### src/rtl/iter_multiplier_if.sv
// Handshake and operand/result bundle for the iterative multiplier.
// The master issues operations; the slave (the multiplier) returns results and status.
interface iter_multiplier_if #(
  parameter int unsigned WIDTH = 32
);
  logic             start;
  logic [2:0]       cmd;
  logic [WIDTH-1:0] a;
  logic [WIDTH-1:0] b;
  logic [WIDTH-1:0] c;
  logic [WIDTH-1:0] d;
  logic             flush;
  logic             ready;
  logic             busy;
  logic             done;
  logic [WIDTH-1:0] ret_lo;
  logic [WIDTH-1:0] ret_hi;
  logic             n_flag;
  logic             z_flag;

  modport master (
    output start, cmd, a, b, c, d, flush,
    input  ready, busy, done, ret_lo, ret_hi, n_flag, z_flag
  );

  modport slave (
    input  start, cmd, a, b, c, d, flush,
    output ready, busy, done, ret_lo, ret_hi, n_flag, z_flag
  );
endinterface

### src/rtl/iter_multiplier.sv
// Multi-cycle shift-add multiplier for MUL/MLA/UMULL/UMLAL/SMULL/SMLAL.
// Retires RADIX multiplier bits per RUN cycle, then applies sign and accumulate in FIX.
module iter_multiplier #(
  parameter int unsigned WIDTH = 32,
  parameter int unsigned RADIX = 2
) (
  input  logic            clk,
  input  logic            reset,
  iter_multiplier_if.slave bus
);
  localparam int unsigned STEPS = WIDTH / RADIX;
  localparam int unsigned CNT_W = $clog2(STEPS + 1);
  localparam int unsigned PW    = 2 * WIDTH;

  generate
    if (!((RADIX == 1) || (RADIX == 2) || (RADIX == 4)) || ((WIDTH % RADIX) != 0)) begin : g_bad_param
      $error("iter_multiplier: RADIX must be 1, 2 or 4 and divide WIDTH");
    end
  endgenerate

  typedef enum logic [1:0] {
    S_IDLE,
    S_RUN,
    S_FIX,
    S_DONE
  } state_t;

  state_t           state;
  logic [2:0]       cmd_q;
  logic [WIDTH-1:0] c_q;
  logic [WIDTH-1:0] d_q;
  logic [WIDTH-1:0] mplier;
  logic [PW-1:0]    mcand;
  logic [PW-1:0]    prod;
  logic             neg;
  logic [CNT_W-1:0] count;

  logic             ready_q;
  logic             busy_q;
  logic             done_q;
  logic [WIDTH-1:0] ret_lo_q;
  logic [WIDTH-1:0] ret_hi_q;
  logic             n_q;
  logic             z_q;

  logic             signed_long_c;
  logic [WIDTH-1:0] a_abs_c;
  logic [WIDTH-1:0] b_abs_c;
  logic [PW-1:0]    pp_c;
  logic [PW-1:0]    p_c;
  logic [PW-1:0]    long_c;
  logic [WIDTH-1:0] short_lo_c;

  // Operand conditioning at accept; |most-negative| wraps to 2^(WIDTH-1), which is correct as unsigned.
  always_comb begin
    signed_long_c = bus.cmd[2] & bus.cmd[1];
    a_abs_c = bus.a[WIDTH-1] ? ((~bus.a) + WIDTH'(1)) : bus.a;
    b_abs_c = bus.b[WIDTH-1] ? ((~bus.b) + WIDTH'(1)) : bus.b;
  end

  // Partial product for the RADIX low multiplier bits; mcand is already pre-shifted.
  always_comb begin
    pp_c = '0;
    for (int i = 0; i < int'(RADIX); i++) begin
      if (mplier[i]) begin
        pp_c = pp_c + (mcand << i);
      end
    end
  end

  // Sign correction and accumulate, used only in FIX.
  always_comb begin
    p_c        = neg ? ((~prod) + PW'(1)) : prod;
    long_c     = p_c + (cmd_q[0] ? {d_q, c_q} : PW'(0));
    short_lo_c = p_c[WIDTH-1:0] + (cmd_q[0] ? c_q : WIDTH'(0));
  end

  always_ff @(posedge clk) begin
    if (reset) begin
      state    <= S_IDLE;
      cmd_q    <= '0;
      c_q      <= '0;
      d_q      <= '0;
      mplier   <= '0;
      mcand    <= '0;
      prod     <= '0;
      neg      <= 1'b0;
      count    <= '0;
      ready_q  <= 1'b1;
      busy_q   <= 1'b0;
      done_q   <= 1'b0;
      ret_lo_q <= '0;
      ret_hi_q <= '0;
      n_q      <= 1'b0;
      z_q      <= 1'b0;
    end else if (bus.flush) begin
      // Abort: same as reset but the last result stays visible.
      state    <= S_IDLE;
      cmd_q    <= '0;
      c_q      <= '0;
      d_q      <= '0;
      mplier   <= '0;
      mcand    <= '0;
      prod     <= '0;
      neg      <= 1'b0;
      count    <= '0;
      ready_q  <= 1'b1;
      busy_q   <= 1'b0;
      done_q   <= 1'b0;
    end else begin
      done_q <= 1'b0;
      case (state)
        S_IDLE, S_DONE: begin
          if (bus.start) begin
            cmd_q   <= bus.cmd;
            c_q     <= bus.c;
            d_q     <= bus.d;
            mcand   <= {WIDTH'(0), signed_long_c ? a_abs_c : bus.a};
            mplier  <= signed_long_c ? b_abs_c : bus.b;
            neg     <= signed_long_c & (bus.a[WIDTH-1] ^ bus.b[WIDTH-1]);
            prod    <= '0;
            count   <= CNT_W'(STEPS);
            state   <= S_RUN;
            ready_q <= 1'b0;
            busy_q  <= 1'b1;
          end else begin
            state   <= S_IDLE;
            ready_q <= 1'b1;
            busy_q  <= 1'b0;
          end
        end
        S_RUN: begin
          prod   <= prod + pp_c;
          mcand  <= mcand << RADIX;
          mplier <= mplier >> RADIX;
          count  <= count - CNT_W'(1);
          if (count == CNT_W'(1)) begin
            state <= S_FIX;
          end
        end
        S_FIX: begin
          if (cmd_q[2]) begin
            ret_lo_q <= long_c[WIDTH-1:0];
            ret_hi_q <= long_c[PW-1:WIDTH];
            n_q      <= long_c[PW-1];
            z_q      <= (long_c == PW'(0));
          end else begin
            ret_lo_q <= short_lo_c;
            ret_hi_q <= '0;
            n_q      <= short_lo_c[WIDTH-1];
            z_q      <= (short_lo_c == WIDTH'(0));
          end
          state   <= S_DONE;
          done_q  <= 1'b1;
          ready_q <= 1'b1;
          busy_q  <= 1'b0;
        end
        default: begin
          state   <= S_IDLE;
          ready_q <= 1'b1;
          busy_q  <= 1'b0;
        end
      endcase
    end
  end

  assign bus.ready  = ready_q;
  assign bus.busy   = busy_q;
  assign bus.done   = done_q;
  assign bus.ret_lo = ret_lo_q;
  assign bus.ret_hi = ret_hi_q;
  assign bus.n_flag = n_q;
  assign bus.z_flag = z_q;
endmodule

### src/flat_wrapper.sv
// flat-port wrapper written by rule: the top's interface ports become plain ports
module iter_multiplier_flat 
#(
  parameter int unsigned WIDTH = 32,
  parameter int unsigned RADIX = 2
)
  (clk, reset, bus_start, bus_cmd, bus_a, bus_b, bus_c, bus_d, bus_flush, bus_ready, bus_busy, bus_done, bus_ret_lo, bus_ret_hi, bus_n_flag, bus_z_flag);
  iter_multiplier_if #(.WIDTH(WIDTH)) bus_i ();
  input  logic clk;
  input  logic reset;
  input wire logic [$bits(bus_i.start)-1:0] bus_start;
  input wire logic [$bits(bus_i.cmd)-1:0] bus_cmd;
  input wire logic [$bits(bus_i.a)-1:0] bus_a;
  input wire logic [$bits(bus_i.b)-1:0] bus_b;
  input wire logic [$bits(bus_i.c)-1:0] bus_c;
  input wire logic [$bits(bus_i.d)-1:0] bus_d;
  input wire logic [$bits(bus_i.flush)-1:0] bus_flush;
  output wire logic [$bits(bus_i.ready)-1:0] bus_ready;
  output wire logic [$bits(bus_i.busy)-1:0] bus_busy;
  output wire logic [$bits(bus_i.done)-1:0] bus_done;
  output wire logic [$bits(bus_i.ret_lo)-1:0] bus_ret_lo;
  output wire logic [$bits(bus_i.ret_hi)-1:0] bus_ret_hi;
  output wire logic [$bits(bus_i.n_flag)-1:0] bus_n_flag;
  output wire logic [$bits(bus_i.z_flag)-1:0] bus_z_flag;
  assign bus_i.start = bus_start;
  assign bus_i.cmd = bus_cmd;
  assign bus_i.a = bus_a;
  assign bus_i.b = bus_b;
  assign bus_i.c = bus_c;
  assign bus_i.d = bus_d;
  assign bus_i.flush = bus_flush;
  assign bus_ready = bus_i.ready;
  assign bus_busy = bus_i.busy;
  assign bus_done = bus_i.done;
  assign bus_ret_lo = bus_i.ret_lo;
  assign bus_ret_hi = bus_i.ret_hi;
  assign bus_n_flag = bus_i.n_flag;
  assign bus_z_flag = bus_i.z_flag;
  iter_multiplier #(.WIDTH(WIDTH), .RADIX(RADIX)) u_core (.clk(clk), .reset(reset), .bus(bus_i));
endmodule
### config.mk
export PLATFORM = sky130hd
export DESIGN_NAME = iter_multiplier_flat
export DESIGN_NICKNAME = d
export VERILOG_FILES = /design/src/rtl/iter_multiplier_if.sv /design/src/rtl/iter_multiplier.sv /design/src/flat_wrapper.sv
export SDC_FILE = /design/constraint.sdc
export NUM_CORES = 1
export LEC_CHECK = 0
export ABC_AREA = 0
export ABC_CLOCK_PERIOD_IN_PS = 25400
export CAP_MARGIN = 25
export CORE_MARGIN = 2
export CORE_UTILIZATION = 55
export DETAILED_ROUTE_END_ITERATION = 16
export PLACE_DENSITY = 0.88
export SLEW_MARGIN = 30
export SYNTH_ARGS = -nofsm -noshare
export SYNTH_HDL_FRONTEND = slang
export SYNTH_SLANG_ARGS = --single-unit
### constraint.sdc
create_clock -name clk -period 25.4 [get_ports clk]
set_clock_uncertainty 0.05 [all_clocks]
set_input_delay 5.08 -clock clk [delete_from_list [all_inputs] [get_ports clk]]
set_output_delay 5.08 -clock clk [all_outputs]
set_load 0.01 [all_outputs]
-- Word level (Yosys, flattened, before mapping)
Index checks and enable logic that the tools add are counted.
- register bits after elaboration: 304
- output and inout port bits: 69
- logic and storage cells: 76
- add/sub/neg operators: 8
- equality and inequality tests: 6
- muxes and demuxes: 29
- bitwise operators: 7
- reduce and logical (&&, ||, !) cells: 10
- operator list (operator ; count):
    two-way mux 64 bit ; 6
    two-way mux 32 bit ; 8
    case mux 64 bit (2 select lines) ; 2
    adder 64 bit ; 3
    adder 32 x 1 -> 32 bit (second input constant) ; 2
    adder 64 x 1 -> 64 bit (second input constant) ; 1
    logical NOT 64 bit ; 1
    NOT 32 bit ; 2
    NOT 64 bit ; 1
    case mux 32 bit (2 select lines) ; 1
    adder 32 bit ; 1
    logical NOT 32 bit ; 1
    case mux 5 bit (2 select lines) ; 1
    two-way mux 1 bit ; 6
    case mux 2 bit (3 select lines) ; 1
    AND reduction 2 bit ; 3
    equality test 5 x 1 -> 1 bit (second input constant) ; 1
    two-way mux 5 bit ; 1
    subtractor 5 x 1 -> 5 bit (second input constant) ; 1
    equality test 2 bit (second input constant) ; 2
    case mux 1 bit (2 select lines) ; 2
    nonzero test 2 bit ; 2
    OR reduction 2 bit ; 2
    AND 1 bit ; 2
    7 further kinds ; 7

-- Depth between registers and ports, before layout
Gate-level depths: netlist of run 1.
- depth after elaboration: 6
- depth in mapped cells: 43
- mapped depth without buffers: 34

-- Worst setup path before layout of run 1
OpenSTA, ideal clock, no wires.
- path kind: reg2reg
- start point: register u_core.mplier[0]
- end point: register u_core.prod[63]
- library setup time: 123 ps
- arrival time: 8655 ps
- setup slack: 16572 ps
- stages on the path, launching flop included: 43
- cells stage by stage: dfxtp_1 clkbuf_1 clkbuf_1 clkbuf_1 clkbuf_1 clkbuf_1 clkbuf_1 clkbuf_1 clkbuf_1 clkbuf_1 nand2_1 inv_1 ha_1 inv_1 fa_1 inv_1 a21oi_1 nor3_1 [7 not listed] and4_1 nor2_1 xnor2_1 mux2_2 ha_1 and2_1 nand3_1 nor2_1 o21ai_0 o21ai_0 a21oi_1 o41ai_1 a41oi_1 o211ai_1 a21oi_1 xor3_1 a21oi_1 o22ai_1
- word-level cells in the longest chain between the ends: 5
- RTL lines (item ; RTL line ; text):
    from (decl) ; iter_multiplier.sv:32 ; logic [WIDTH-1:0] mplier;
    from (signal assigned) ; iter_multiplier.sv:119 ; mplier <= signed_long_c ? b_abs_c : bus.b;
    from (signal assigned) ; iter_multiplier.sv:135 ; mplier <= mplier >> RADIX;
    two-way mux 64 bit (*) ; iter_multiplier.sv:65 ; if (mplier[i]) begin
    adder 64 bit ; iter_multiplier.sv:66 ; pp_c = pp_c + (mcand << i);
    two-way mux 64 bit (*) ; iter_multiplier.sv:65 ;
    adder 64 bit (*) ; iter_multiplier.sv:133 ; prod <= prod + pp_c;
    case mux 64 bit (2 select lines) (*) ; iter_multiplier.sv:112 ; case (state)
    to (signal assigned) ; iter_multiplier.sv:133 ;
    to (decl) ; iter_multiplier.sv:34 ; logic [PW-1:0] prod;
Every way passes the cells marked *; elsewhere a longest branch is shown, timed or not.
A chain may end at the register's enable or synchronous reset.

-- Worst setup path after layout of run 1
- start point: input port bus_flush
- end point: register u_core.z_q (netlist: u_core.bus.z_flag)
- word-level cells in the longest chain between the ends: 2
- RTL lines (item ; RTL line ; text):
    from (decl) ; flat_wrapper.sv:17 ; input wire logic [$bits(bus_i.flush)-1:0] bus_flush;
    NOT 1 bit (no line) ; n/a ;
    AND reduction 2 bit (no line) ; n/a ;
    to (signal assigned) ; iter_multiplier.sv:146 ; z_q <= (long_c == PW'(0));
    to (signal assigned) ; iter_multiplier.sv:151 ; z_q <= (short_lo_c == WIDTH'(0));
    to (decl) ; iter_multiplier.sv:44 ; logic z_q;
No other way between the ends.

==> impl_metrics.py, run 1 <==
metrics = {
    "floorplan": {
        "dieHeight_microns": 222,
        "core_sq_mm": 0.0474,
        "die-area_sq_mm": 0.0495,
        "die_w_microns": 222,
        "start_util_pct": 55.3,
        "pin_count": 204,
        "row_count": 80,
    },
    "global_routing": {
        "grt.overflow.total": 0,
        "grt_util_all_layers_pct": 27.9,
        "grt_pass1_wl_mm": 118,
        "antenna_found_initial": 1,
        "grt_max_degree": 149,
        "grt_pass1_vias": 23500,
    },
    "clock_tree": {
        "ctsResizeCount": 0,
        "numCtsBuffers": 35,
        "insertion_delay_ns": 0.57,
        "cts.sinks": 303,
        "cts_buffer_depth": 3,
        "path_clk_slew_ns": 0.06,
        "root_buffer": "clkbuf_16",
        "h-tree-depth": 2,
        "post_cts_buffers": 0,
        "postCtsHoldBufs": 0,
        "cts_tree": "done",
    },
    "final_layout": {
        "final_cell_area_sq_mm": 0.0295,
        "final_layout_size_suffix_gt1_share_pct": 4.09,
        "nets": 4000,
        "mostFrequentLayoutCells": "nand2_1, a21oi_1, dfxtp_1",
        "fillCellCount": 4158,
        "diodes": 0,
        "multi_input_area_sq_mm": 0.0190,
        "area_growth_pct": 12.3,
        "seq_area_sq_mm": 0.00607,
        "mostFrequentLayoutCell": "nand2_1",
    },
    "placement": {
        "placed_cell_area_sq_mm": 0.0283,
        "io_buffers": 203,
        "routabilityCongestion": 0.958,
        "dpl.hpwl_mm": 52.7,
    },
    "route": {
        "drt-initial-drc-count": 2239,
        "first_pass_iters": 6,
        "wl_per_cell_microns": 16.6,
        "drt_wl_total_mm": 71.7,
        "vias_per_cell": 6.10,
        "ant_nets": 0,
        "via_count": 26400,
        "drc": 0,
    },
    "pwr": {
        "powerDensity_mw_per_mm2": 39.0,
        "clockPowerShare_pct": 45.7,
        "pwr-share-comb_pct": 10.8,
        "switching_share_pct": 27.0,
        "internal_power_mw": 0.839,
        "p_sw_mw": 0.310,
        "irDropWorstVdd_uv": 37.2,
        "p_leak_nw": 11.9,
        "seq_power_share_pct": 43.4,
    },
    "setup_path": {
        "end_kind": "flip-flop",
        "worstSetupStartpoint": "bus_flush",
        "crit_slowest_cell": "nor4_1",
        "timing.rr.start": "u_core.mplier[0]",
        "path_cells": "clkdlybuf4s50_1 > nand2b_2 > nor3b_1 > o2111ai_1 > or3_1 > or3_1 > nor3_1 > and4_1 > nand4_1 > nor4_1 > nand4_1 > or3_1 > nor4_1 > a31o_1",
        "r2r.worst_path.cells": 33,
        "worstSetupStartpointType": "primary input",
        "rr_endpoint": "u_core.prod[63]",
        "cp.required_ns": 25.86,
        "arrival_ns": 8.93,
        "cpLargestDelayFamily": "simple AND/OR/NAND/NOR gates",
        "crit_type": "in -> reg",
        "worstPathMaxFanout": 4,
        "critical_path.max_stage_delay_ns": 0.67,
        "r2r_slack_ns": 17.43,
        "crit_cells": 14,
        "crit_end": "u_core.bus.z_flag",
        "cpMostUsedCell": "or3_1",
        "critPathBufInv": 1,
    },
    "logic_synthesis": {
        "synth_seq_cells": 303,
        "avgSynthCellArea_sq_um": 7.12,
        "yosysTopAreaCellShare_pct": 23.1,
        "yosys-top-cells-area": "dfxtp_1, nand2_1, ha_1",
        "yosys_warnings": 0,
        "synth.distinct_cells": 83,
        "synthCells": 3684,
        "synth_edf_count": 0,
        "synth-main-ff-cell": "dfxtp_1",
        "yosysSeqAreaShare_pct": 23.1,
        "async_flop_share_pct": 0,
        "yosysTopAreaCell": "dfxtp_1",
        "syn_area_sq_mm": 0.0262,
        "synth_nets": 3996,
    },
    "sta": {
        "max_slew.worst_pin.slew_ns": 1.02,
        "fmax_mhz": 118,
        "maxSlewViolCount": 0,
        "setup_tns_ns": 0,
        "period_needed_ns": 8.47,
        "setup_viol": 0,
        "final_hold_viol_count": 0,
        "grt_setup_unrepaired": "no",
        "fin_crit_sh_pct": 33.3,
        "relSlewSlack_pct": 31.7,
        "hold_ws_ns": 0.400,
    },
    "outcome": {
        "status": "finished clean",
    },
    "hold_path": {
        "holdPathStages": 2,
        "hp-class": "reg -> reg",
    },
    "job": {
        "cap_viol_max_count": 0,
    },
}
[flip-flops by register name (all words and copies together) (netlist names), 5 cells and up]
register	count
u_core.mplier	32
u_core.mcand	64
u_core.bus.ret_lo	32
u_core.count	5
u_core.d_q	32
u_core.bus.ret_hi	32
u_core.c_q	32
u_core.prod	64
[kinds of logic (layout without fill, tap and decap cells)]
logic type	Yosys count	after routing	share of synthesized area, %
AND/OR/NAND/NOR	1366	1366	24.1
AO/OA/AOI/OAI	1159	1159	27.5
buffers and inverters	330	359	4.75
XOR/XNOR	320	320	10.7
flip-flops	303	303	23.1
adder cells (fa/ha/maj)	178	178	8.57
multiplexers	28	28	1.18
[worst reg2reg max path: cells and delay by family, from the launching register on]
kind            cells  cell delay [ns]
compound gates     17             4.10
simple gates        7             1.16
fa+ha+maj           3             0.92
flops               1             0.61
xor+xnor            2             0.51
mux                 1             0.29
buf+inv             3             0.23
[layout make-up]
class | count | area share (%)
Tap cell | 615 | 2.61
Clock inverter | 14 | 0.688
Inverter | 78 | 0.994
Multi-Input combinational cell | 3051 | 64.4
Sequential cell | 303 | 20.6
Clock buffer | 48 | 3.34
Timing Repair Buffer | 219 | 7.33
[stage by stage]
stage / util, % / setup WS (ns) / instances / total power [mW]
detailed placement: 59.6 / 16.49 / 4266 / 0.632
global placement: 59.6 / 16.62 / 4266 / 0.630
global route: 62.1 / 16.69 / 4328 / 1.18
CTS: 62.1 / 17.05 / 4328 / 1.15
floorplan: - / 16.57 / 3684 / 0.582
finish: 62.1 / 16.93 / 4328 / 1.15
[synth_stat cells (40+ instances only)]
library cell / number
dfxtp_1: 303
a21o_1: 118
nand2_1: 654
nor3_1: 41
nand3_1: 77
nand4_1: 43
xor2_1: 115
ha_1: 174
nor2_1: 234
o21ai_0: 227
and2_1: 106
nor2b_1: 40
xnor2_1: 204
clkbuf_1: 226
a22oi_1: 65
a21oi_1: 433
inv_1: 78
[layer usage]
metal / track usage (%) / share of wire, % / up-vias
li1: - / - / 13100
met4: 8.51 / 2.8 / 0
met1: 40.0 / 46 / 12100
met2: 43.8 / 44 / 1079
met5: 0 / 0 / -
met3: 3.15 / 7.6 / 131
[power groups by stage]
stage	Combinational, mW	Sequential [mW]	Clock [mW]
3_3_place_gp	0.122	0.508	0
5_1_grt	0.137	0.500	0.548
4_1_cts	0.124	0.498	0.529
2_1_floorplan	0.0833	0.499	0
6_report	0.125	0.499	0.525
3_5_place_dp	0.123	0.509	0
[worst min-delay path by stage]
stage               slack [ns]                to        startpoint
floorplan                 0.38  u_core.mplier[2]  u_core.mplier[2]
global placement          0.39     u_core.d_q[5]     u_core.d_q[5]
detailed placement        0.39    u_core.d_q[11]    u_core.d_q[11]
CTS                       0.40    u_core.d_q[11]    u_core.d_q[11]
global route              0.42     u_core.d_q[8]     u_core.d_q[8]
finish                    0.40     u_core.c_q[5]     u_core.c_q[5]
Note: power is estimated with default switching activity, not from simulation.
==> inputs of run 2 (changes only) <==
--- a/config.mk
+++ b/config.mk
@@ -6,7 +6,7 @@
 export NUM_CORES = 1
 export LEC_CHECK = 0
 export ABC_AREA = 0
-export ABC_CLOCK_PERIOD_IN_PS = 25400
+export ABC_CLOCK_PERIOD_IN_PS = 8700
 export CAP_MARGIN = 25
 export CORE_MARGIN = 2
 export CORE_UTILIZATION = 55
==> constraint.sdc (replaced) <==
create_clock -name clk -period 8.7 [get_ports clk]
set_clock_uncertainty 0.05 [all_clocks]
set_input_delay 1.74 -clock clk [delete_from_list [all_inputs] [get_ports clk]]
set_output_delay 1.74 -clock clk [all_outputs]
set_load 0.01 [all_outputs]
==> run 2 against run 1 <==
Global-route usage down 0.36 points. First-iteration DRC count down 0.27%. Via count down 0.86%. Sequential share of layout area up 0.14 points. Worst setup slack worse by 16 ns. Cell count about the same. Largest cell class unchanged. Register-to-register slack worse by 16 ns. Power rose to 2.7 times the previous value. Die area unchanged. Clock power up 140%. Utilization down 0.41 points. Hold slack about the same.
==> impl_metrics.py, run 2 (same netlist as run 1, synthesis figures left out) <==
metrics = {
    "outcome": {
        "status": "finished clean",
    },
    "setup_path": {
        "cpMostUsedCell": "o21ai_0",
        "worstSetupStartpointType": "flip-flop",
        "crit_slowest_cell": "fa_1",
        "arrival_ns": 8.10,
        "critical_path.max_stage_delay_ns": 0.50,
        "cp.required_ns": 9.11,
        "r2r.worst_path.cells": 31,
        "crit_type": "reg -> reg",
        "worstPathMaxFanout": 55,
        "end_kind": "flip-flop",
    },
    "sta": {
        "maxSlewViolCount": 0,
        "fmax_mhz": 130,
        "grt_setup_unrepaired": "no",
        "max_slew.worst_pin.slew_ns": 0.954,
        "relSlewSlack_pct": 36.3,
        "setup_tns_ns": 0,
        "period_needed_ns": 7.69,
        "final_hold_viol_count": 0,
        "setup_viol": 0,
        "fin_crit_sh_pct": 88.4,
    },
    "final_layout": {
        "multi_input_area_sq_mm": 0.0190,
        "fillCellCount": 4199,
        "top_regs": "u_core.mcand x64, u_core.prod x64",
        "final_layout_size_suffix_gt1_share_pct": 4.23,
        "mostFrequentLayoutCell": "nand2_1",
        "area_growth_pct": 11.5,
        "mostFrequentLayoutCells": "nand2_1, a21oi_1, dfxtp_1",
        "nets": 3999,
        "seq_area_sq_mm": 0.00607,
    },
    "placement": {
        "io_buffers": 203,
        "dpl.hpwl_mm": 52.8,
        "routabilityCongestion": 0.967,
    },
    "route": {
        "drc": 0,
        "first_pass_iters": 6,
        "vias_per_cell": 6.05,
        "ant_nets": 0,
        "wl_per_cell_microns": 16.4,
        "drt-initial-drc-count": 2233,
        "via_count": 26200,
        "drt_wl_total_mm": 71.1,
    },
    "floorplan": {
        "die_w_microns": 222,
        "dieHeight_microns": 222,
        "core_sq_mm": 0.0474,
        "pin_count": 204,
        "die-area_sq_mm": 0.0495,
        "row_count": 80,
        "start_util_pct": 55.3,
    },
    "global_routing": {
        "grt.overflow.total": 0,
        "grt_pass1_wl_mm": 116,
        "antenna_found_initial": 1,
        "grt_pass1_vias": 23300,
        "grt_util_all_layers_pct": 27.5,
        "grt_max_degree": 94,
    },
    "clock_tree": {
        "postCtsHoldBufs": 0,
        "h-tree-depth": 1,
        "cts_tree": "done",
        "cts_buffer_depth": 3,
        "post_cts_buffers": 0,
        "root_buffer": "clkbuf_16",
        "numCtsBuffers": 31,
        "path_clk_slew_ns": 0.07,
        "cts.sinks": 303,
        "insertion_delay_ns": 0.59,
        "ctsResizeCount": 0,
    },
    "pwr": {
        "powerDensity_mw_per_mm2": 105,
        "p_total_mw": 3.08,
        "irDropWorstVdd_uv": 145,
        "p_leak_nw": 11.8,
    },
    "hold_path": {
        "holdPathStages": 2,
        "hp-class": "reg -> reg",
    },
    "job": {
        "cap_viol_max_count": 0,
    },
}
-- run 2: report_power, final --
group	switching [mW]	internal [mW]	total [mW]
logic	0.227	0.140	0.367
clock network	0.593	0.669	1.26
registers	0.0397	1.41	1.45
total	0.860	2.22	3.08
-- run 2: worst paths after layout --
check / endpoint / slack, ns / from
worst max-delay path: u_core.prod[63] / 1.01 / u_core.mplier[0]
worst min register to register: u_core.mplier[13] / 0.40 / u_core.mplier[13]
worst min-delay path: u_core.mplier[13] / 0.40 / u_core.mplier[13]
worst max register to register: u_core.prod[63] / 1.01 / u_core.mplier[0]
-- run 2: metrics by stage --
| stage | cell area [sq um] | instances | setup WS [ns] | utilization [%] | hold slack, ns |
|---|---|---|---|---|---|
| floorplan | 26200 | 3684 | 0.0716 | - | 0.382 |
| global placement | 28300 | 4269 | 1.19 | 59.6 | 0.387 |
| detailed placement | 28300 | 4269 | 1.09 | 59.6 | 0.392 |
| CTS | 29200 | 4324 | 1.08 | 61.6 | 0.402 |
| global route | 29300 | 4324 | 0.336 | 61.7 | 0.414 |
| finish | 29300 | 4325 | 1.01 | 61.7 | 0.400 |
-- run 2: per-layer routing --
layer  vias up  wire (microns)  GRT usage (%)
met3        87            5570           3.61
met1     12000           33200           39.9
met5         -               0              0
met4         0            1270           6.08
li1      13100               -              -
met2       971           31000           43.5
-- run 2: final cells by class --
type,instances,share of cell area (%)
tap,615,2.63
sequential,303,20.8
inverter,78,1.00
clock buffer,33,2.71
clock inverter,22,0.556
timing repair buffer,222,7.44
multi-input combinational,3051,64.9
antenna,1,0.00855
-- run 2: worst max-delay path: cells and delay by family (launching register included) --
kind / cells / cell delay, ns
adder cells (fa/ha/maj): 2 / 0.84
buffers and inverters: 2 / 0.52
AO/OA/AOI/OAI: 17 / 3.76
flip-flops: 1 / 0.34
XOR/XNOR: 2 / 0.49
AND/OR/NAND/NOR: 7 / 1.27
multiplexers: 1 / 0.29
